**src/rtl/pmod_als_pkg.sv**
```systemverilog
// Shared definitions for the Pmod ALS light-sensor emulator: frame layout and
// responder state encoding.
package pmod_als_pkg;

   localparam int ALS_FRAME_BITS  = 16;
   localparam int ALS_LEAD_ZEROS  = 3;
   localparam int ALS_TRAIL_ZEROS = 5;

   typedef enum logic [1:0] {
      ST_ARM    = 2'd0,
      ST_IDLE   = 2'd1,
      ST_ACTIVE = 2'd2
   } als_state_e;

   function automatic logic [ALS_FRAME_BITS-1:0] als_frame(input logic [7:0] level);
      return {{ALS_LEAD_ZEROS{1'b0}}, level, {ALS_TRAIL_ZEROS{1'b0}}};
   endfunction

endpackage

```
**src/rtl/pmod_sync.sv**
```systemverilog
// Flop-chain synchronizer for a single pin; every stage resets to RESET_VALUE
// so a line that idles at that level produces no spurious edge at reset.
module pmod_sync #(
   parameter int   STAGES      = 2,
   parameter logic RESET_VALUE = 1'b1
) (
   input  logic clock,
   input  logic reset,
   input  logic din,
   output logic dout
);

   logic [STAGES-1:0] sync_q;
   logic [STAGES-1:0] sync_d;

   always_comb begin
      sync_d = {sync_q[STAGES-2:0], din};
   end

   always_ff @(posedge clock or posedge reset) begin
      if (reset) begin
         sync_q <= {STAGES{RESET_VALUE}};
      end else begin
         sync_q <= sync_d;
      end
   end

   assign dout = sync_q[STAGES-1];

endmodule

```
**src/rtl/pmod_als_spi_responder.sv**
```systemverilog
// Pmod ALS emulator: shifts {3'b0, light, 5'b0} out on sdo, one bit per
// synchronized sck falling edge while cs is low, and flags done/abort/overrun.
module pmod_als_spi_responder
   import pmod_als_pkg::*;
#(
   parameter int SYNC_STAGES = 2
) (
   input  logic       clock,
   input  logic       reset,
   input  logic       cs,
   input  logic       sck,
   input  logic [7:0] light,
   output logic       sdo,
   output logic       busy,
   output logic       frame_done,
   output logic       frame_abort,
   output logic       overrun
);

   // ARM waits until the reset-level 1s have been flushed out of the whole
   // edge pipeline before trusting the cs level.
   localparam int ARM_SETTLE = SYNC_STAGES + 2;
   localparam int ARM_W      = $clog2(ARM_SETTLE + 1);

   logic cs_sync;
   logic sck_sync;

   pmod_sync #(.STAGES(SYNC_STAGES), .RESET_VALUE(1'b1)) u_cs_sync (
      .clock (clock),
      .reset (reset),
      .din   (cs),
      .dout  (cs_sync)
   );

   pmod_sync #(.STAGES(SYNC_STAGES), .RESET_VALUE(1'b1)) u_sck_sync (
      .clock (clock),
      .reset (reset),
      .din   (sck),
      .dout  (sck_sync)
   );

   logic             cs_hist_q, cs_hist_d;
   logic             sck_hist_q, sck_hist_d;
   logic             cs_fall_q, cs_fall_d;
   logic             cs_rise_q, cs_rise_d;
   logic             sck_fall_q, sck_fall_d;
   logic [ARM_W-1:0] arm_cnt_q, arm_cnt_d;

   always_comb begin
      cs_hist_d  = cs_sync;
      sck_hist_d = sck_sync;
      cs_fall_d  = cs_hist_q & ~cs_sync;
      cs_rise_d  = ~cs_hist_q & cs_sync;
      sck_fall_d = sck_hist_q & ~sck_sync;
      arm_cnt_d  = arm_cnt_q;
      if (arm_cnt_q != ARM_W'(ARM_SETTLE)) begin
         arm_cnt_d = arm_cnt_q + ARM_W'(1);
      end
   end

   always_ff @(posedge clock or posedge reset) begin
      if (reset) begin
         cs_hist_q  <= 1'b1;
         sck_hist_q <= 1'b1;
         cs_fall_q  <= 1'b0;
         cs_rise_q  <= 1'b0;
         sck_fall_q <= 1'b0;
         arm_cnt_q  <= '0;
      end else begin
         cs_hist_q  <= cs_hist_d;
         sck_hist_q <= sck_hist_d;
         cs_fall_q  <= cs_fall_d;
         cs_rise_q  <= cs_rise_d;
         sck_fall_q <= sck_fall_d;
         arm_cnt_q  <= arm_cnt_d;
      end
   end

   als_state_e                state_q;
   logic                      sdo_q;
   logic                      busy_q;
   logic                      done_q;
   logic                      abort_q;
   logic                      overrun_q;
   logic [4:0]                bit_cnt_q;
   logic [7:0]                light_q;

   logic [ALS_FRAME_BITS-1:0] frame_word;
   logic [3:0]                bit_idx;
   logic                      frame_full;
   logic                      arm_settled;

   always_comb begin
      frame_word  = als_frame(light_q);
      bit_idx     = 4'(ALS_FRAME_BITS - 1) - bit_cnt_q[3:0];
      frame_full  = (bit_cnt_q == 5'(ALS_FRAME_BITS));
      arm_settled = (arm_cnt_q == ARM_W'(ARM_SETTLE));
   end

   always_ff @(posedge clock or posedge reset) begin
      if (reset) begin
         state_q   <= ST_ARM;
         sdo_q     <= 1'b0;
         busy_q    <= 1'b0;
         done_q    <= 1'b0;
         abort_q   <= 1'b0;
         overrun_q <= 1'b0;
         bit_cnt_q <= '0;
         light_q   <= '0;
      end else begin
         done_q  <= 1'b0;
         abort_q <= 1'b0;
         case (state_q)
            ST_ARM: begin
               sdo_q  <= 1'b0;
               busy_q <= 1'b0;
               if (arm_settled && cs_hist_q) begin
                  state_q <= ST_IDLE;
               end
            end
            ST_IDLE: begin
               sdo_q  <= 1'b0;
               busy_q <= 1'b0;
               if (cs_fall_q) begin
                  light_q   <= light;
                  bit_cnt_q <= '0;
                  busy_q    <= 1'b1;
                  state_q   <= ST_ACTIVE;
               end
            end
            ST_ACTIVE: begin
               // cs rise takes priority over a coincident sck fall.
               if (cs_rise_q) begin
                  sdo_q   <= 1'b0;
                  busy_q  <= 1'b0;
                  done_q  <= frame_full;
                  abort_q <= ~frame_full;
                  state_q <= ST_IDLE;
               end else if (sck_fall_q) begin
                  if (bit_cnt_q < 5'(ALS_FRAME_BITS)) begin
                     sdo_q     <= frame_word[bit_idx];
                     bit_cnt_q <= bit_cnt_q + 5'd1;
                  end else begin
                     sdo_q     <= 1'b0;
                     overrun_q <= 1'b1;
                  end
               end
            end
            default: begin
               state_q <= ST_ARM;
               sdo_q   <= 1'b0;
               busy_q  <= 1'b0;
            end
         endcase
      end
   end

   assign sdo         = sdo_q;
   assign busy        = busy_q;
   assign frame_done  = done_q;
   assign frame_abort = abort_q;
   assign overrun     = overrun_q;

endmodule

```
**config.mk**
```make
export PLATFORM = sky130hd
export DESIGN_NAME = pmod_als_spi_responder
export DESIGN_NICKNAME = d
export VERILOG_FILES = /design/src/rtl/pmod_als_pkg.sv /design/src/rtl/pmod_sync.sv /design/src/rtl/pmod_als_spi_responder.sv
export SDC_FILE = /design/constraint.sdc
export NUM_CORES = 1
export LEC_CHECK = 0
export CAP_MARGIN = 15
export CORE_MARGIN = 2
export CORE_UTILIZATION = 45
export DETAILED_ROUTE_END_ITERATION = 7
export PLACE_DENSITY = 0.67
export SLEW_MARGIN = 5
export SYNTH_ARGS = -nofsm -noshare
export SYNTH_HDL_FRONTEND = slang
export SYNTH_SLANG_ARGS = --single-unit
```
**constraint.sdc**
```tcl
create_clock -name clock -period 1.9 [get_ports clock]
set_input_delay 0.475 -clock clock [delete_from_list [all_inputs] [get_ports clock]]
set_output_delay 0.475 -clock clock [all_outputs]
set_load 0.1 [all_outputs]
```
==> impl_results.md, run 1 <==
- Outcome: finished clean
- Critical Path AT: ~1.8 ns
- Setup WS pre-CTS: 0.370 ns
- Antenna Violating Nets Remaining: 0
- Initial antenna violation count: 0
- DP Area: 1560 µm²
- Clock power share: 24.9%
- EDFF count, synth: 0
- Clock root cell: clkbuf_4
- Resize count post-CTS: 0
- Vias/cell: approximately 5.4
- Gate power share: 17.7%
- Setup bufs post-CTS: 0
- Top-count cell post-synth: dfrtp_1
- Share of power burned in registers: between 50% and 60%
- Most frequent cells after synthesis: dfrtp_1, nor2_1, nand2_1, dfstp_2, mux2_1
- Worst R2R Setup Slack: roughly 0.36 ns
- Clk buf depth: 2
- Fmax: roughly 650 MHz
- Final setup vio count: 0
- Worst slew pin tran: 0.388 ns
- Grt total ovfl: 0
- Fraction of layout cells with a size suffix above 1: 21.1%
- HP Class: reg -> reg
- # hold bufs at CTS: 0
- Syn avg cell area: around 13 µm²
- Final worst-path cycle share: around four fifths
- P&R area growth vs syn: 23.2%
- CTS Buf Count: 5
- GRT Util Overall: between 10% and 20%
- Synth Cell Area: 1320 µm²
- Initial core utilization: 47.7%
- Yosys top cell area share: about 49%
- Slowest-stage cell, CP: dfrtp_1
- Fin. max-slew vios: 0
- Initial DRC count: 10
- Synth top area cells: dfrtp_1, dfstp_2, mux2_1
- First-pass GRT wire length: approximately 4 mm
- Cell Chain, Critical Path: nand2_1, nor2_2, buf_4, mux2_2
- Number of synthesized register bits: 32
- Port Buffer Count: 16
- Syn Inst Count: 105
- Clock transition at path regs: ~0.1 ns
- CTS tree: built
- Worst Setup End Kind: flop
- Lkg Pwr: 0.718 nW
- Clk sinks: 32
- Crit path time final: between 1.5 and 2 ns
- DRT Pass-1 Iters: 6
- Worst rel slew slack: 74.1%
- Vias in the first global route: just over 900
- Core footprint: ~2800 µm²
- Cell Int Power: about 0.0011 W
- Synth warn: 0
- Routed WL: 2.19 mm
- Largest fanout on the critical path: 7
- Largest net degree at the start of global routing: 33
- Worst EP required: between 2 and 2.5 ns
- Final net count: ~140
- Max stage delay on crit path: 0.46 ns
- Die W: a little under 60 µm
- Die footprint: about 3400 µm²
- WS Path Type: reg -> reg
- I/O pins: 17
- H-tree levels: 2
- Async SR Flop Fraction: 100%
- Sequential-to-total area share from yosys stat: roughly three fifths
- Worst-Skew Late Latency: approximately 0.32 ns
- Layout Skew: 0.0110 ns
- Max Cap Viol: 0
- Yosys cell types: 31
- Drt drc: 0
- Sw Share: 27.7%
- Final instance area: about 1600 µm²
- Final worst setup slack: roughly 0.36 ns
- Sum Neg Setup Slack: 0 ns
- Cell taking the most area after synthesis: dfrtp_1
- RSZ-0062 raised after global routing: no
- Main synth FF type: dfrtp_1
- Sw power: between 0.0004 and 0.0005 W
- Power Density: ~1000 nW/µm²
- Via count: roughly 860
- Die Y: around 58 µm
- Crit start category: flop
- Final hold vios: 0
- Final HPWL DP: roughly 1.6 mm
- WL/cell: 13.8 µm
- Synth Net Count: 120
- ANT cells: 0
- WHS: approximately 0.35 ns
- Placer congestion estimate: ~0.79
- Row Count: 19
- Maximum vdd drop: 580 µV
[through the flow]
| stage | power [W] | utilization, % | std cells |
|---|---|---|---|
| after CTS | 0.00161 | 58.8 | 159 |
| after global routing | 0.00169 | 58.8 | 159 |
| final | 0.00159 | 58.8 | 159 |
| after global placement | 0.00120 | 56.6 | 151 |
| after floorplan | 0.00111 | - | 105 |
| after detailed placement | 0.00121 | 56.6 | 151 |
[power by group through the flow]
stage                     sequential (W)  clock, W  combinational [W]
after CTS                       0.000914  0.000411           0.000287
after floorplan                 0.000906         0           0.000205
final                           0.000911  0.000396           0.000282
after global placement          0.000924         0           0.000278
after detailed placement        0.000927         0           0.000286
after global routing            0.000932  0.000445           0.000309
[final timing paths]
check | from | endpoint | depth (start not counted)
hold / removal | u_sck_sync.sync_q[0] | u_sck_sync.sync_q[1] | 0
setup reg to reg | state_q[0] | light_q[6] | 4
max in group asynchronous | reset | u_cs_sync.sync_q[1] | 3
hold reg to reg | u_sck_sync.sync_q[0] | u_sck_sync.sync_q[1] | 0
setup / recovery | state_q[0] | light_q[6] | 4
min in group asynchronous | reset | light_q[2] | 3
[logic make-up after synthesis]
group           after synthesis  synth area share, %
buf+inv                       6                 2.19
compound gates               12                 5.99
flops                        32                 61.5
mux                          12                 10.9
fa+ha+maj                     3                 2.85
simple gates                 37                 14.6
xor+xnor                      3                 2.00
[sequential cells by signal, summed over array words and instances, names as in the netlist]
name and flops:
light_q 8, bit_cnt_q 5, arm_cnt_q 3, state_q 2, u_cs_sync.sync_q 2, u_sck_sync.sync_q 2, busy 1, cs_fall_q 1
cs_hist_q 1, cs_rise_q 1, frame_abort 1, frame_done 1, overrun 1, sck_fall_q 1, sck_hist_q 1, sdo 1
[final cells by class]
cell class                 instances  area, µm²
multi-input combinational         67        478
timing repair buffer              18        225
sequential                        32        808
tap                               31       38.8
inverter                           3       11.3
fill                             232       1140
clock buffer                       8       58.8
[worst max-delay path: cells and delay by family (launching register included)]
| kind | cells | cell delay, ns |
|---|---|---|
| buffers and inverters | 1 | 0.21 |
| DFF | 1 | 0.46 |
| muxes | 1 | 0.33 |
| and+or+nand+nor | 2 | 0.42 |
[layout by cell type, fill, tap and decap left out, types with 3 or more instances in the layout]
master / n
inv_1: 3
ha_1: 3
mux2_1: 6
nand2_1: 10
dfstp_2: 6
mux2_2: 3
clkbuf_4: 5
a21oi_1: 3
clkdlybuf4s50_1: 11
nor2b_1: 3
buf_12: 5
nor2_1: 11
dfrtp_1: 26
nand3_1: 5
o21ai_0: 3
[routing by layer]
metal | vias to the layer above | GRT usage [%] | share of wire (%)
li1 | 404 | - | -
met1 | 426 | 18.9 | 44
met4 | 0 | 11.6 | 2.5
met2 | 18 | 25.2 | 49
met5 | - | 0 | 0
met3 | 7 | 5.13 | 4.2
No activity file was read; power rests on OpenSTA's default activity.
==> run 2: changes to the inputs <==
Settings changed: PLACE_DENSITY 0.67 to 0.7.
Clock period 1.9 ns to 1.38 ns, I/O delays scaled along.
==> run 2 against run 1 <==
Against the previous run: clock skew fell by 0.0036 ns; sequential cell count stayed put; maximum frequency increased by 16%; cell count up 3.8%.
==> impl_results.md, run 2 (same netlist as run 1, synthesis figures left out) <==
- Final setup vio count: 0
- Routed WL: between 2 and 2.5 mm
- DRT Pass-1 Iters: 4
- Initial antenna violation count: 0
- Final instance area: about 1700 µm²
- Reg-to-Reg Start: arm_cnt_q[0]
- Worst slew pin tran: between 0.3 and 0.4 ns
- H-tree levels: 2
- ANT cells: 0
- Worst EP required: 1.61 ns
- Fmax: ~750 MHz
- Sum Neg Setup Slack: 0 ns
- FF-to-FF path depth: 5
- Drt drc: 0
- Maximum vdd drop: approximately 1000 µV
- Final HPWL DP: 1.60 mm
- Layout Skew: roughly 0.0074 ns
- Final worst-path cycle share: 96.2%
- GRT Util Overall: between 10% and 20%
- Commonest non-fill, non-tap cells in the layout: dfrtp_1, nor2_1, clkdlybuf4s50_1
- Antenna Violating Nets Remaining: 0
- Worst Setup End Kind: flop
- Fin. max-slew vios: 0
- Clock root cell: clkbuf_4
- Vias in the first global route: about 930
- Worst-Skew Late Latency: approximately 0.33 ns
- Worst R2R Setup Slack: 0.05 ns
- Vias/cell: 5.40
- Top reg by flops: light_q
- Largest net degree at the start of global routing: 33
- Die footprint: 3370 µm²
- Grt total ovfl: 0
- Final hold vios: 0
- Final net count: approximately 150
- Max Cap Viol: 0
- Largest fanout on the critical path: 3
- Max reg flops: 8
- Most common cell after layout, fill and taps aside: dfrtp_1
- HP Class: in -> async
- Power Density: roughly 1300 nW/µm²
- First-pass GRT wire length: about 4.1 mm
- Row Count: 19
- P&R area growth vs syn: 28.1%
- Clock transition at path regs: around 0.10 ns
- Critical Path AT: ~1.6 ns
- Crit path from: arm_cnt_q[0]
- Initial DRC count: 19
- DP Area: ~1600 µm²
- Via count: slightly below 900
- Fraction of layout cells with a size suffix above 1: about a quarter
- WL/cell: between 10 and 15 µm
- Lkg Pwr: around 0.75 nW
- Regs by FF count: light_q x8, bit_cnt_q x5, arm_cnt_q x3
- Placer congestion estimate: just under 0.8
- RSZ-0062 raised after global routing: yes
- Outcome: finished clean
- Core footprint: roughly 2800 µm²
- Clk buf depth: 2
- Die W: 58.1 µm
- Clk sinks: 32
- CTS Buf Count: 5
- Design Power: ~0.0022 W
- Crit start category: flop
- WS Path Type: reg -> reg
- Die Y: about 58 µm
- I/O pins: 17
- Crit path time final: roughly 1.3 ns
- Util after Layout: about three fifths
- Reg-to-Reg End: state_q[0]
- Worst rel slew slack: between 70% and 80%
- Port Buffer Count: 16
- CTS tree: built
- Initial core utilization: a little under half
## run 2: power breakdown
group	leakage (nW)	switching (W)	internal, W	total, W
Sequential	0.394	0.000134	0.00111	0.00125
Combinational	0.328	0.000187	0.000247	0.000434
Clock	0.0326	0.000296	0.000251	0.000547
## run 2: layout make-up
class	instances	area (µm²)
clock buffers	8	58.8
well taps	31	38.8
inverters	3	11.3
multi-input cells	67	483
repair buffers	24	283
flip-flops and latches	32	810
fillers	244	1070
## run 2: critical path: stages (launching register included)
cell and delay, ns:
dfrtp_1 0.40, inv_1 0.10, ha_1 0.20, nand3_1 0.09, mux2_2 0.26, o21ai_0 0.19
## run 2: how the worst max path moves through the flow
| stage | to | slack [ns] | cells after the start |
|---|---|---|---|
| 6_report | state_q[0] | 0.05 | 5 |
| 5_1_grt | state_q[0] | -0.04 | 5 |
| 4_1_cts | light_q[6] | 0.06 | 4 |
| 3_5_place_dp | light_q[6] | 0.07 | 4 |
| 3_3_place_gp | light_q[6] | 0.12 | 4 |
| 2_1_floorplan | sdo | 0.05 | 2 |
## run 2: stage by stage
step	hold slack, ns	setup slack (ns)	instances
final	0.343	0.0523	165
after global routing	0.362	-0.0403	165
after CTS	0.337	0.0559	163
after detailed placement	0.350	0.0743	155
after global placement	0.346	0.124	155
after floorplan	0.345	0.0463	105
## run 2: layer usage
layer	wire length, µm	vias up	share of wire, %	track usage, %
li1	-	417	-	-
met1	960	444	42	18.6
met2	1160	23	51	28.1
met3	98	7	4.3	4.69
met4	64	0	2.8	9.97
met5	0	-	0	0
## run 2: repair_timing
| action | 4_1_cts | 5_1_grt |
|---|---|---|
| setup endpoints to repair | 0 | 4 |
| resized for setup | 0 | 2 |
| buffers inserted | 0 | 2 |
| endpoints found under the hold margin | 0 | 0 |
| hold buffers | 0 | 0 |
